<file path="src/rtl/iis_rx_ctrl_if.sv">
// iis_rx_ctrl_if: control, receiver and FIFO signals between the I2S capture
// controller and its environment.
// The master modport is the controller side. The slave modport is the
// environment side, which drives the requests and the receiver/FIFO status.
interface iis_rx_ctrl_if;
  logic        i_start;
  logic        i_stop;
  logic        i_clr_ovr;
  logic        i_sdata_valid;
  logic [15:0] i_sdata;
  logic        i_fifo_full;
  logic        o_sck;
  logic        o_ws;
  logic        o_rx_en;
  logic        o_fifo_wr;
  logic [15:0] o_fifo_wdata;
  logic        o_busy;
  logic        o_done;
  logic        o_overrun;
  logic [15:0] o_word_cnt;

  modport master (
    input  i_start, i_stop, i_clr_ovr, i_sdata_valid, i_sdata, i_fifo_full,
    output o_sck, o_ws, o_rx_en, o_fifo_wr, o_fifo_wdata, o_busy, o_done,
    output o_overrun, o_word_cnt
  );

  modport slave (
    output i_start, i_stop, i_clr_ovr, i_sdata_valid, i_sdata, i_fifo_full,
    input  o_sck, o_ws, o_rx_en, o_fifo_wr, o_fifo_wdata, o_busy, o_done,
    input  o_overrun, o_word_cnt
  );
endinterface

</file>
<file path="src/rtl/iis_rx_ctrl.sv">
// iis_rx_ctrl: I2S receive capture controller.
// The controller generates sck and ws, waits one full frame before it enables
// the receiver, and forwards each received word to a FIFO until a block of
// BLOCK_LEN words has been written or the capture is stopped.
// After the last word it keeps the clocks running to the end of the frame,
// then pulses done.
// Optional feature: define IIS_RX_CTRL_OVR_EN to enable the sticky overrun flag.
// Without that macro, dropped words are discarded silently and o_overrun stays 0.
// All outputs are registered.
module iis_rx_ctrl #(
  parameter int CLK_DIV   = 4,
  parameter int WORD_BITS = 16,
  parameter int BLOCK_LEN = 1024
) (
  input  logic          clk,
  input  logic          rst,
  iis_rx_ctrl_if.master bus
);

  localparam int               BIT_W    = $clog2(2 * WORD_BITS);
  localparam logic [7:0]       DIV_LAST = 8'(CLK_DIV - 1);
  localparam logic [BIT_W-1:0] BIT_LAST = BIT_W'(2 * WORD_BITS - 1);
  localparam logic [BIT_W-1:0] SLOT_LEN = BIT_W'(WORD_BITS);
  localparam logic [15:0]      CNT_LAST = 16'(BLOCK_LEN - 1);

  typedef enum logic [2:0] {
    S_IDLE  = 3'd0,
    S_SYNC  = 3'd1,
    S_RUN   = 3'd2,
    S_DRAIN = 3'd3,
    S_DONE  = 3'd4
  } state_t;

  state_t           r_state;
  logic [7:0]       r_div;
  logic [BIT_W-1:0] r_bit;
  logic             r_sck;
  logic             r_ws;
  logic             r_rx_en;
  logic             r_fifo_wr;
  logic [15:0]      r_fifo_wdata;
  logic             r_busy;
  logic             r_done;
  logic             r_overrun;
  logic [15:0]      r_word_cnt;

  state_t           w_state_nxt;
  logic [7:0]       w_div_nxt;
  logic [BIT_W-1:0] w_bit_nxt;
  logic             w_sck_nxt;
  logic             w_ws_nxt;
  logic [15:0]      w_cnt_nxt;
  logic [15:0]      w_wdata_nxt;
  logic             w_ovr_nxt;
  logic             w_clk_on;
  logic             w_tick;
  logic             w_fall;
  logic             w_wrap;
  logic             w_accept;

  // The divider wraps once per sck half-period. A falling sck edge advances
  // the bit counter. A wrap of the bit counter marks a frame boundary.
  assign w_tick   = (r_div == DIV_LAST);
  assign w_fall   = w_tick & r_sck;
  assign w_wrap   = w_fall & (r_bit == BIT_LAST);
  assign w_accept = (r_state == S_RUN) & bus.i_sdata_valid & ~bus.i_fifo_full;

  // Next-state logic of the capture sequencer
  always_comb begin
    w_state_nxt = r_state;
    case (r_state)
      S_IDLE: begin
        if (bus.i_start) w_state_nxt = S_SYNC;
        else             w_state_nxt = S_IDLE;
      end
      S_SYNC: begin
        if (bus.i_stop)  w_state_nxt = S_DONE;
        else if (w_wrap) w_state_nxt = S_RUN;
        else             w_state_nxt = S_SYNC;
      end
      S_RUN: begin
        if (bus.i_stop || (w_accept && (r_word_cnt == CNT_LAST))) w_state_nxt = S_DRAIN;
        else                                                     w_state_nxt = S_RUN;
      end
      S_DRAIN: begin
        if (w_wrap) w_state_nxt = S_DONE;
        else        w_state_nxt = S_DRAIN;
      end
      S_DONE:  w_state_nxt = S_IDLE;
      default: w_state_nxt = S_IDLE;
    endcase
  end

  // Next values of the clock generator, word counter and write data
  always_comb begin
    w_clk_on  = (w_state_nxt == S_SYNC) || (w_state_nxt == S_RUN) || (w_state_nxt == S_DRAIN);
    w_div_nxt = 8'd0;
    w_bit_nxt = '0;
    w_sck_nxt = 1'b0;
    w_ws_nxt  = 1'b0;
    if (r_state == S_IDLE) begin
      // A new block starts on the left slot with all counters at zero.
      w_ws_nxt = w_clk_on;
    end else if (w_clk_on) begin
      w_div_nxt = w_tick ? 8'd0 : (r_div + 8'd1);
      w_sck_nxt = w_tick ? ~r_sck : r_sck;
      w_bit_nxt = w_fall ? (w_wrap ? '0 : (r_bit + BIT_W'(1))) : r_bit;
      w_ws_nxt  = w_fall ? (w_bit_nxt < SLOT_LEN) : r_ws;
    end else begin
      // DONE and IDLE: sck, ws and both counters are held at zero.
      w_ws_nxt = 1'b0;
    end
    if ((r_state == S_IDLE) && bus.i_start) w_cnt_nxt = 16'd0;
    else if (w_accept)                      w_cnt_nxt = r_word_cnt + 16'd1;
    else                                    w_cnt_nxt = r_word_cnt;
    w_wdata_nxt = w_accept ? bus.i_sdata : r_fifo_wdata;
  end

`ifdef IIS_RX_CTRL_OVR_EN
  logic w_drop;
  assign w_drop = (r_state == S_RUN) & bus.i_sdata_valid & bus.i_fifo_full;

  // Sticky overrun: a dropped word takes priority over a simultaneous clear
  always_comb begin
    if (w_drop)             w_ovr_nxt = 1'b1;
    else if (bus.i_clr_ovr) w_ovr_nxt = 1'b0;
    else                    w_ovr_nxt = r_overrun;
  end
`else
  assign w_ovr_nxt = 1'b0;
`endif

  // State and output registers, cleared asynchronously by rst
  always_ff @(posedge clk or posedge rst) begin
    if (rst) begin
      r_state      <= S_IDLE;
      r_div        <= 8'd0;
      r_bit        <= '0;
      r_sck        <= 1'b0;
      r_ws         <= 1'b0;
      r_rx_en      <= 1'b0;
      r_fifo_wr    <= 1'b0;
      r_fifo_wdata <= 16'd0;
      r_busy       <= 1'b0;
      r_done       <= 1'b0;
      r_overrun    <= 1'b0;
      r_word_cnt   <= 16'd0;
    end else begin
      r_state      <= w_state_nxt;
      r_div        <= w_div_nxt;
      r_bit        <= w_bit_nxt;
      r_sck        <= w_sck_nxt;
      r_ws         <= w_ws_nxt;
      r_rx_en      <= (w_state_nxt == S_RUN);
      r_fifo_wr    <= w_accept;
      r_fifo_wdata <= w_wdata_nxt;
      r_busy       <= (w_state_nxt != S_IDLE);
      r_done       <= (w_state_nxt == S_DONE);
      r_overrun    <= w_ovr_nxt;
      r_word_cnt   <= w_cnt_nxt;
    end
  end

  assign bus.o_sck        = r_sck;
  assign bus.o_ws         = r_ws;
  assign bus.o_rx_en      = r_rx_en;
  assign bus.o_fifo_wr    = r_fifo_wr;
  assign bus.o_fifo_wdata = r_fifo_wdata;
  assign bus.o_busy       = r_busy;
  assign bus.o_done       = r_done;
  assign bus.o_overrun    = r_overrun;
  assign bus.o_word_cnt   = r_word_cnt;

endmodule

</file>
<file path="src/flat_wrapper.sv">
// flat-port wrapper written by rule: the top's interface ports become plain ports
module iis_rx_ctrl_flat 
#(
  parameter int CLK_DIV   = 4,
  parameter int WORD_BITS = 16,
  parameter int BLOCK_LEN = 1024
)
  (clk, rst, bus_i_start, bus_i_stop, bus_i_clr_ovr, bus_i_sdata_valid, bus_i_sdata, bus_i_fifo_full, bus_o_sck, bus_o_ws, bus_o_rx_en, bus_o_fifo_wr, bus_o_fifo_wdata, bus_o_busy, bus_o_done, bus_o_overrun, bus_o_word_cnt);
  iis_rx_ctrl_if bus_i ();
  input  logic clk;
  input  logic rst;
  input wire logic [$bits(bus_i.i_start)-1:0] bus_i_start;
  input wire logic [$bits(bus_i.i_stop)-1:0] bus_i_stop;
  input wire logic [$bits(bus_i.i_clr_ovr)-1:0] bus_i_clr_ovr;
  input wire logic [$bits(bus_i.i_sdata_valid)-1:0] bus_i_sdata_valid;
  input wire logic [$bits(bus_i.i_sdata)-1:0] bus_i_sdata;
  input wire logic [$bits(bus_i.i_fifo_full)-1:0] bus_i_fifo_full;
  output wire logic [$bits(bus_i.o_sck)-1:0] bus_o_sck;
  output wire logic [$bits(bus_i.o_ws)-1:0] bus_o_ws;
  output wire logic [$bits(bus_i.o_rx_en)-1:0] bus_o_rx_en;
  output wire logic [$bits(bus_i.o_fifo_wr)-1:0] bus_o_fifo_wr;
  output wire logic [$bits(bus_i.o_fifo_wdata)-1:0] bus_o_fifo_wdata;
  output wire logic [$bits(bus_i.o_busy)-1:0] bus_o_busy;
  output wire logic [$bits(bus_i.o_done)-1:0] bus_o_done;
  output wire logic [$bits(bus_i.o_overrun)-1:0] bus_o_overrun;
  output wire logic [$bits(bus_i.o_word_cnt)-1:0] bus_o_word_cnt;
  assign bus_i.i_start = bus_i_start;
  assign bus_i.i_stop = bus_i_stop;
  assign bus_i.i_clr_ovr = bus_i_clr_ovr;
  assign bus_i.i_sdata_valid = bus_i_sdata_valid;
  assign bus_i.i_sdata = bus_i_sdata;
  assign bus_i.i_fifo_full = bus_i_fifo_full;
  assign bus_o_sck = bus_i.o_sck;
  assign bus_o_ws = bus_i.o_ws;
  assign bus_o_rx_en = bus_i.o_rx_en;
  assign bus_o_fifo_wr = bus_i.o_fifo_wr;
  assign bus_o_fifo_wdata = bus_i.o_fifo_wdata;
  assign bus_o_busy = bus_i.o_busy;
  assign bus_o_done = bus_i.o_done;
  assign bus_o_overrun = bus_i.o_overrun;
  assign bus_o_word_cnt = bus_i.o_word_cnt;
  iis_rx_ctrl #(.CLK_DIV(CLK_DIV), .WORD_BITS(WORD_BITS), .BLOCK_LEN(BLOCK_LEN)) u_core (.clk(clk), .rst(rst), .bus(bus_i));
endmodule
</file>
<file path="config.mk">
export PLATFORM = sky130hd
export DESIGN_NAME = iis_rx_ctrl_flat
export DESIGN_NICKNAME = d
export VERILOG_FILES = /design/src/rtl/iis_rx_ctrl_if.sv /design/src/rtl/iis_rx_ctrl.sv /design/src/flat_wrapper.sv
export SDC_FILE = /design/constraint.sdc
export NUM_CORES = 1
export LEC_CHECK = 0
export BUFFER_PORTS_ARGS = -buffer_cell sky130_fd_sc_hd__buf_2
export CAP_MARGIN = 10
export CELL_PAD_IN_SITES_DETAIL_PLACEMENT = 1
export CELL_PAD_IN_SITES_GLOBAL_PLACEMENT = 2
export CORE_MARGIN = 2
export CORE_UTILIZATION = 29
export DETAILED_ROUTE_END_ITERATION = 8
export GPL_ROUTABILITY_DRIVEN = 0
export GPL_TIMING_DRIVEN = 0
export PLACE_DENSITY = 0.82
export SLEW_MARGIN = 20
export SYNTH_ARGS = -nofsm -noshare
export SYNTH_HDL_FRONTEND = slang
export SYNTH_SLANG_ARGS = --single-unit
</file>
<file path="constraint.sdc">
create_clock -name clk -period 1.9 [get_ports clk]
set_input_delay 0.38 -clock clk [delete_from_list [all_inputs] [get_ports clk]]
set_output_delay 0.38 -clock clk [all_outputs]
set_load 0.005 [all_outputs]
</file>
==> summary.md <==
| Metric | Value |
|---|---|
| Number of remaining DRC errors | `0` |
| Root Buffer | `clkbuf_8` |
| Clk buf depth | `2` |
| Ys async rst share | `100%` |
| Critical path data arrival time | `2230 ps` |
| Post-synthesis sequential area ratio | `54.6%` |
| Hold Vio Cnt, Final | `0` |
| Top cells by count, synth | `nand2_1 (58), dfrtp_1 (54), nor2_1 (29)` |
| Routed WL | `6.28 mm` |
| Routed via count | `2058` |
| Post-layout util | `39.8%` |
| Fmax | `489 MHz` |
| Fin crit share | `108%` |
| Most common cell in the netlist | `nand2_1` |
| Port Buf Inserts | `59` |
| Tmin final | `2040 ps` |
| Top_reg_cell synth | `dfrtp_1` |
| Critical Path Fanout Max | `3` |
| Required time of the critical path | `2090 ps` |
| GRT Util Overall | `14.3%` |
| Crit Path Category | `reg2reg` |
| Routed len/inst | `14.1 µm` |
| I/O Pins | `62` |
| Number of global-route vias before repair | `2050` |
| Sequential power share | `49.9%` |
| TritonCTS clock tree | `done` |
| PwrDens | `898 nW/µm²` |
| Layout Nets | `365` |
| Area leader, netlist | `dfrtp_1` |
| Row cnt | `33` |
| HPWL after DPL | `4.31 mm` |
| Fraction of layout cells with a size suffix above 1 | `34.8%` |
| Max-cap viol count | `0` |
| Clock Skew | `9.75 ps` |
| Synth Net Count | `283` |
| Status | `complete, but fails checks` |
| Final ANT Viol Nets | `0` |
| Top-area cell type share of the netlist area | `54.6%` |
| Core Footprint | `8260 µm²` |
| Synth warnings | `0` |
| Setup WS post-layout | `-143 ps` |
| Clk sink count | `54` |
| First-pass iteration count of the detailed router | `6` |
| Max VDD drop | `0.000349 V` |
| Final slew viol count | `0` |
| Combinational share of power | `23.5%` |
| Launch point of the worst reg-to-reg path | `u_core.r_div[1]` |
| Number of library cell types mapped by synthesis | `42` |
| Remaining Overflow, GRT | `0` |
| Wire length of the first global-routing pass | `10.3 mm` |
| Initial Utilization | `30.0%` |
| Reg clk slew, reported paths | `100 ps` |
| Worst skew pair latency | `310 ps` |
| Slew headroom | `55.0%` |
| Final setup viols | `3` |
| Min-Delay Path Class | `in2async` |
| Antenna cells | `0` |
| CTS buffer count | `5` |
| Leakage dissipation | `1.66 nW` |
| Initial antenna violation count | `0` |
| EDFF count, synth | `0` |
| Failing checks | `setup timing` |
| CTS H-Tree Depth | `2` |
| Net Sw Frac | `29.9%` |
| Synth Register Bits | `54` |
| Largest net degree at the start of global routing | `55` |
| Slew at the pin closest to its max-slew limit | `674 ps` |
| CP Launch Point | `u_core.r_div[1]` |
| Syn avg cell area | `9.66 µm²` |
| Area of the mapped netlist | `2470 µm²` |
| DIE AREA | `9280 µm²` |
| Die H | `96.4 µm` |
| R2R setup slack | `-140 ps` |
| Crit end category | `flop` |
| RSZ-0062 raised after global routing | `yes` |
| Switching pwr | `0.882 mW` |
| Synth area leaders | `dfrtp_1 (55%), nand2_1 (8.8%), nor2_1 (4.4%)` |
| Worst Setup Start Kind | `flop` |
| Cells after Synth | `256` |
| Clock share of power | `26.6%` |
| Vias/cell | `4.64` |
| Pwr Total | `2.95 mW` |
| Cell internal pwr | `2.07 mW` |
| Number of DRC markers in iteration 0 | `47` |
| Die width | `96.4 µm` |
| Fill count | `988` |
| Layout overhead on the synthesized area | `32.8%` |
[worst paths after layout]
check,endpoint,depth (start not counted)
worst max-delay path,u_core.bus.o_busy,7
worst min-delay path,u_core.bus.o_fifo_wr,2
worst max register to register,u_core.bus.o_busy,7
worst min register to register,u_core.bus.o_fifo_wdata[4],2
max in group asynchronous,u_core.bus.o_word_cnt[14],2
min in group clk,u_core.bus.o_fifo_wdata[1],3
[worst max-delay path: stages, from the launching register on]
cell and delay, ps:
dfrtp_1 410, ha_4 160, or4bb_4 490, nor2_4 160, nand3_4 110, mux2i_4 200, inv_2 50, or3_1 340
[registers in the layout, indices dropped and copies added, names as in the netlist]
name and flops:
u_core.bus.o_busy 1, u_core.r_bit 5, u_core.bus.o_fifo_wr 1, u_core.r_div 8
u_core.r_state 3, u_core.bus.o_done 1, u_core.bus.o_fifo_wdata 16, u_core.bus.o_ws 1
u_core.bus.o_sck 1, u_core.bus.o_rx_en 1, u_core.bus.o_word_cnt 16
[cell families (layout without fill, tap and decap cells)]
| logic type | Yosys count | in the layout | synth area share (%) |
|---|---|---|---|
| flops | 54 | 54 | 54.6 |
| fa+ha+maj | 4 | 4 | 2.02 |
| simple gates | 138 | 138 | 27.1 |
| xor+xnor | 19 | 19 | 6.73 |
| other cells | 1 | 1 | 0.152 |
| compound gates | 20 | 20 | 4.96 |
| buf+inv | 16 | 99 | 2.73 |
| mux | 4 | 4 | 1.67 |
[power by group through the flow]
stage	clock network (mW)	logic, mW	registers, mW
2_1_floorplan	0	0.329	1.49
3_3_place_gp	0	0.618	1.49
3_5_place_dp	0	0.649	1.48
4_1_cts	0.813	0.678	1.48
5_1_grt	0.855	0.799	1.50
6_report	0.786	0.692	1.47
[placed cells by master, fill, tap and decap left out, drive strengths merged, types with 2 or more instances in the layout]
cell    instances
xnor2          12
and4            2
xor2            7
a21oi           8
and3b           2
nand4           3
nand3          10
and3            4
nor2b           3
clkbuf         11
ha              4
o21ai           5
or2             2
or3             3
inv             7
nor2           30
nand3b          2
nand2          58
dfrtp          54
mux2i           3
buf            79
nand2b          2
nor3           10
or4             2
[area by class of cell]
cell class / count / area [µm²] / area share (%)
Sequential cell: 54 / 1350 / 41.1
Multi-Input combinational cell: 186 / 1180 / 36.0
Timing Repair Buffer: 76 / 434 / 13.2
Tap cell: 105 / 131 / 4.00
Clock buffer: 6 / 72.6 / 2.21
Buffer: 8 / 45.0 / 1.37
Clock inverter: 2 / 37.5 / 1.14
Inverter: 7 / 28.8 / 0.876
[routing by layer]
| layer | GRT usage (%) | share of wire [%] | up-vias |
|---|---|---|---|
| li1 | - | - | 1011 |
| met1 | 20.6 | 48 | 999 |
| met2 | 21.8 | 47 | 43 |
| met3 | 2.74 | 4.1 | 5 |
| met4 | 4.23 | 1.1 | 0 |
| met5 | 0 | 0 | - |
[through the flow]
step | hold slack (ps) | setup WS (ps) | setup TNS, ps | cell area [µm²] | cells
after floorplan | 445 | -80.8 | -131 | 2480 | 256
after global placement | 459 | -571 | -36970 | 2910 | 420
after detailed placement | 466 | -364 | -7720 | 2910 | 420
after CTS | 195 | -150 | -964 | 3140 | 435
final | 160 | -143 | -261 | 3280 | 444
after global routing | 219 | -211 | -677 | 3280 | 444
[what timing repair did]
action                     CTS  global route
resized for setup           11            24
setup buffers                8             9
pin swaps                    3             8
hold buffers                 0             0
setup endpoints to repair   46            39
Note: power is estimated with default switching activity, not from simulation.
